--- config.mk ---
export PLATFORM = sky130hd
export DESIGN_NAME = rst_gen
export DESIGN_NICKNAME = d
export VERILOG_FILES = /design/src/rtl/rst_gen_pkg.sv /design/src/rtl/rst_gen_debounce.sv /design/src/rtl/rst_gen.sv
export SDC_FILE = /design/constraint.sdc
export NUM_CORES = 1
export LEC_CHECK = 0
export BUFFER_PORTS_ARGS = -buffer_cell sky130_fd_sc_hd__buf_2
export CAP_MARGIN = 20
export CORE_ASPECT_RATIO = 2
export CORE_UTILIZATION = 36
export CTS_BUF_LIST = sky130_fd_sc_hd__clkbuf_4
export CTS_CLUSTER_SIZE = 25
export DETAILED_ROUTE_END_ITERATION = 8
export PLACE_DENSITY_LB_ADDON = 0.12
export SKIP_LAST_GASP = 1
export SYNTH_ARGS = -nofsm -noshare
export SYNTH_HDL_FRONTEND = slang
export SYNTH_SLANG_ARGS = --single-unit
export TNS_END_PERCENT = 30
--- constraint.sdc ---
create_clock -name clk -period 3.4 [get_ports clk]
set_input_delay 0.34 -clock clk [delete_from_list [all_inputs] [get_ports clk]]
set_output_delay 0.34 -clock clk [all_outputs]
set_load 0.01 [all_outputs]
--- src/rtl/rst_gen_pkg.sv ---
// Shared types for the reset generator: FSM state encoding,
// reset-cause codes and the counter-width helper.
package rst_gen_pkg;

    typedef logic [1:0] state_t;

    localparam state_t ST_IDLE   = 2'd0;
    localparam state_t ST_ASSERT = 2'd1;
    localparam state_t ST_HOLD   = 2'd2;

    localparam logic [1:0] CAUSE_POR  = 2'b00;
    localparam logic [1:0] CAUSE_BTN  = 2'b01;
    localparam logic [1:0] CAUSE_SW   = 2'b10;
    localparam logic [1:0] CAUSE_WDOG = 2'b11;

    function automatic int cnt_w(input int n);
        return (n > 1) ? $clog2(n) : 1;
    endfunction

endpackage

--- src/rtl/rst_gen_debounce.sv ---
// Pushbutton conditioner: two-flop synchronizer followed by a
// DEB_CYC stable-level filter; btn_evt pulses on a debounced press.
module rst_gen_debounce
    import rst_gen_pkg::*;
#(
    parameter int DEB_CYC = 50000
) (
    input  logic clk,
    input  logic rst_n,
    input  logic btn_n,
    output logic btn_lvl,
    output logic btn_evt
);

    localparam int DW = cnt_w(DEB_CYC);
    localparam logic [DW-1:0] D_LAST = DW'(DEB_CYC - 1);

    logic [1:0]    sync;
    logic [DW-1:0] cnt;
    logic          diff;
    logic          flip;

    assign diff = (sync[1] != btn_lvl);
    assign flip = diff && (cnt == D_LAST);

    always_ff @(posedge clk) begin
        if (!rst_n) begin
            sync    <= 2'b11;
            btn_lvl <= 1'b1;
            cnt     <= '0;
            btn_evt <= 1'b0;
        end else begin
            sync    <= {sync[0], btn_n};
            btn_evt <= flip && !sync[1];
            // any cycle matching the accepted level restarts the count
            if (flip) begin
                btn_lvl <= sync[1];
                cnt     <= '0;
            end else if (diff) begin
                cnt <= cnt + 1'b1;
            end else begin
                cnt <= '0;
            end
        end
    end

endmodule

--- src/rtl/rst_gen.sv ---
// System reset generator: power-on, button, software and watchdog
// reset sources. Define RST_GEN_WDOG_EN to build the watchdog.
module rst_gen
    import rst_gen_pkg::*;
#(
    parameter int PULSE_CYC = 16,
    parameter int DEB_CYC   = 50000,
    parameter int WDOG_CYC  = 1000000
) (
    input  logic       clk,
    input  logic       rst_n,
    input  logic       btn_n,
    input  logic       sw_rst_req,
    input  logic       wdog_en,
    input  logic       wdog_kick,
    output logic       RST_n_out,
    output logic [1:0] rst_cause
);

    localparam int PW = cnt_w(PULSE_CYC);
    localparam logic [PW-1:0] P_LAST = PW'(PULSE_CYC - 1);

    state_t        state;
    state_t        state_nxt;
    logic [1:0]    cause_nxt;
    logic [PW-1:0] pcnt;
    logic          btn_lvl;
    logic          btn_evt;
    logic          wdog_evt;

    rst_gen_debounce #(
        .DEB_CYC(DEB_CYC)
    ) u_deb (
        .clk    (clk),
        .rst_n  (rst_n),
        .btn_n  (btn_n),
        .btn_lvl(btn_lvl),
        .btn_evt(btn_evt)
    );

`ifdef RST_GEN_WDOG_EN
    localparam int WW = cnt_w(WDOG_CYC);
    localparam logic [WW-1:0] W_LAST = WW'(WDOG_CYC - 1);

    logic [WW-1:0] wcnt;

    // a kick in the timeout cycle only clears the counter, not the event
    assign wdog_evt = (state == ST_IDLE) && wdog_en && (wcnt == W_LAST);

    always_ff @(posedge clk) begin
        if (!rst_n || state != ST_IDLE || !wdog_en || wdog_kick) begin
            wcnt <= '0;
        end else if (wcnt != W_LAST) begin
            wcnt <= wcnt + 1'b1;
        end
    end
`else
    localparam int unused_wdog_cyc = WDOG_CYC;
    logic unused_wdog;
    assign unused_wdog = wdog_en ^ wdog_kick;
    assign wdog_evt    = 1'b0;
`endif

    always_comb begin
        state_nxt = state;
        cause_nxt = rst_cause;
        unique case (state)
            ST_IDLE: begin
                if (wdog_evt) begin
                    state_nxt = ST_ASSERT;
                    cause_nxt = CAUSE_WDOG;
                end else if (btn_evt) begin
                    state_nxt = ST_ASSERT;
                    cause_nxt = CAUSE_BTN;
                end else if (sw_rst_req) begin
                    state_nxt = ST_ASSERT;
                    cause_nxt = CAUSE_SW;
                end
            end
            // a released button skips HOLD so the pulse is exactly PULSE_CYC
            ST_ASSERT: begin
                if (pcnt == P_LAST) begin
                    state_nxt = btn_lvl ? ST_IDLE : ST_HOLD;
                end
            end
            ST_HOLD: begin
                if (btn_lvl) begin
                    state_nxt = ST_IDLE;
                end
            end
            default: state_nxt = ST_ASSERT;
        endcase
    end

    always_ff @(posedge clk) begin
        if (!rst_n) begin
            state     <= ST_ASSERT;
            pcnt      <= '0;
            rst_cause <= CAUSE_POR;
            RST_n_out <= 1'b0;
        end else begin
            state     <= state_nxt;
            rst_cause <= cause_nxt;
            RST_n_out <= (state_nxt == ST_IDLE);
            if (state == ST_ASSERT && pcnt != P_LAST) begin
                pcnt <= pcnt + 1'b1;
            end else begin
                pcnt <= '0;
            end
        end
    end

endmodule

==> impl_metrics.json <==
{
  "status": "complete, no violations",
  "synth_area_leaders": "dfxtp_1 48%, xnor2_1 8.8%, nor2_1 8.1%, nand2_1 3.8%, nand3_1 3.3%",
  "grt_pass1_vias": 906,
  "top_usage_layer": "met2",
  "numCtsBuffers": 5,
  "n_fill_cell": 335,
  "r2r_slack_ns": 1.82,
  "postSynthCellCount": 133,
  "p_sw_share_pct": 23.5,
  "synth_top_area_cell": "dfxtp_1",
  "syn2layout_area_growth_pct": 9.19,
  "antenna_cells": 0,
  "max-cap-violations": 0,
  "fin_skew_ns": 0.00209,
  "wl_per_cell_um": 12.8,
  "min_period_ns": 1.58,
  "syn_avg_cell_area_um2": 9.01,
  "clk_latency_ns": 0.32,
  "ys_ff_latch": 29,
  "drtIter0Drc": 24,
  "viasPerCell": 5.19,
  "initial_core_util_pct": 38.0,
  "routed_wl_um": 2260,
  "tightest_slew_ns": 0.356,
  "synth_xor_area_share_pct": 11.7,
  "max_freq_mhz": 631,
  "root_buffer": "clkbuf_4",
  "dr.pass1.iters": 4,
  "clkSinkCount": 29,
  "finalHoldViolCount": 0,
  "synthTopCellsByCount": "29 x dfxtp_1, 26 x nor2_1, 12 x nand2_1, 12 x xnor2_1, 8 x nand3_1",
  "place_congestion": 0.810,
  "synthAdderAreaFrac_pct": 2.09,
  "ir_drop_uv": 326,
  "io_pins": 9,
  "rsz0062_at_grt": "false",
  "synth_flop_cell": "dfxtp_1",
  "p_clk_share_pct": 34.9,
  "grt_use_total_pct": 14.6,
  "synthArstFlopShare_pct": 0,
  "maxSlewHeadroom_pct": 76.1,
  "finalSetupTns_ns": 0,
  "ctsResizeCount": 0,
  "synth.distinct_cells": 28,
  "drive_gt1_share_pct": 13.1,
  "grt_use_met3_pct": 4.55,
  "yosys.cell_count.top_type": "dfxtp_1",
  "period_share_pct": 46.6,
  "synth_warnings": 0,
  "io_buffers": 6,
  "cts_tree": "yes",
  "setup_viol": 0,
  "critPathArrivalTime_ns": 1.79,
  "internal_power_mw": 0.425,
  "muxShareOfSynthArea_pct": 0.835,
  "critPathRequiredTime_ns": 3.61,
  "grt_start_max_net_pins": 17,
  "detail-route-antenna-nets": 0,
  "postCtsSetupBuffers": 0,
  "synth_area_mm2": 0.00120,
  "combPwrFrac_pct": 2.5,
  "criticalPathCategory": "reg -> reg",
  "cts_hold_buffers": 0,
  "clockBufferDepth": 2,
  "antenna_found_initial": 0,
  "powerDensity_mw_per_mm2": 424,
  "grt_pass1_wl_um": 3820,
  "gr-usage-met1_pct": 12.8,
  "rows": 29,
  "globalRouteOverflowTotal": 0,
  "die_w_um": 42.8,
  "core-area_mm2": 0.00316,
  "path_clk_slew_ns": 0.09,
  "synth_edf_count": 0,
  "dr_total_vias": 914,
  "fin_nets": 152,
  "drv_slew": 0,
  "use_met2_pct": 25.9,
  "h-tree-depth": 2,
  "yosys.area_share.simple_pct": 31.1,
  "critical_path.startpoint_type": "register",
  "synth_top_family_by_area": "simple AND/OR/NAND/NOR gates",
  "crit_fanout": 16,
  "cp-end-kind": "register",
  "p_leak_nw": 0.443,
  "die_h_um": 83.6,
  "hold_slack_ns": 0.202,
  "ys_seq_area_share_pct": 48.4,
  "p_sw_mw": 0.130,
  "die_area_mm2": 0.00358,
  "syn_nets": 141,
  "synth_compound_area_share_pct": 3.55,
  "worstHoldPathType": "in -> reg",
  "drc": 0,
  "seq_power_share_pct": 62.6,
  "yosysTopAreaCellShare_pct": 48.4,
  "hpwl_um": 1670
}
[placed cells by master, fill, tap and decap left out, drive strengths merged, types with 2 or more instances in the layout]
master / instances
nor3: 3
a21oi: 2
buf: 6
nand2b: 2
clkbuf: 5
nand3: 10
nor4: 7
xor2: 4
nand2: 12
inv: 5
clkinv: 3
xnor2: 12
nor2b: 3
ha: 2
nor2: 26
o21ba: 2
nand4: 4
dfxtp: 29
[layout make-up]
type                    instances  area [um^2]  share of cell area [%]
clock buffers                   5         37.5                    2.87
clock inverters                 3         12.5                   0.956
inverters                       5         18.8                    1.43
multi-input cells              97          591                    45.1
flip-flops and latches         29          581                    44.4
well taps                      31         38.8                    2.96
repair buffers                  6         30.0                    2.29
[worst max-delay path, stage by stage, from the launching register on]
cell     delay, ns
dfxtp_1       0.40
ha_1          0.22
and3_1        0.26
nand4_1       0.18
nand3_2       0.32
nor2_1        0.09
[cells by family after synthesis]
group	after synthesis
AOI/OAI and AO/OA	6
buffers and inverters	7
adders and majority gates	2
DFF	29
and+or+nand+nor	72
xor gates and xnor gates	16
muxes	1
[metal layers]
| metal | wire length [um] | vias to the layer above | share of wire (%) |
|---|---|---|---|
| met3 | 61 | 8 | 2.7 |
| met1 | 840 | 422 | 37 |
| met5 | 0 | - | 0 |
| met4 | 97 | 0 | 4.3 |
| met2 | 1260 | 15 | 56 |
| li1 | - | 469 | - |
[power groups by stage]
stage	combinational [mW]	sequential, mW	clock [mW]
CTS	0.0143	0.347	0.202
finish	0.0138	0.347	0.194
global route	0.0163	0.348	0.217
floorplan	0.0106	0.354	0
detailed placement	0.0143	0.355	0
global placement	0.0137	0.355	0
[metrics by stage]
| stage | util (%) | power, mW | cell area, um^2 | instances | setup WS (ns) |
|---|---|---|---|---|---|
| 2_1_floorplan | - | 0.365 | 1200 | 133 | 1.98 |
| 3_3_place_gp | 39.9 | 0.369 | 1260 | 168 | 1.81 |
| 3_5_place_dp | 39.9 | 0.369 | 1260 | 168 | 1.78 |
| 4_1_cts | 41.5 | 0.564 | 1310 | 176 | 1.78 |
| 5_1_grt | 41.5 | 0.581 | 1310 | 176 | 1.66 |
| 6_report | 41.5 | 0.555 | 1310 | 176 | 1.82 |
[final timing paths]
path                       from            end  depth (start not counted)
setup / recovery   u_deb.cnt[0]   u_deb.cnt[2]                          5
hold reg to reg   u_deb.sync[0]  u_deb.sync[1]                          1
setup reg to reg   u_deb.cnt[0]   u_deb.cnt[2]                          5
hold / removal            btn_n  u_deb.sync[0]                          2
[state kept, by name (all words and copies together) (netlist names)]
signal         count
u_deb.btn_evt      1
RST_n_out          1
u_deb.sync         2
u_deb.btn_lvl      1
rst_cause          2
pcnt               4
u_deb.cnt         16
state              2
No activity file was read; power rests on OpenSTA's default activity.
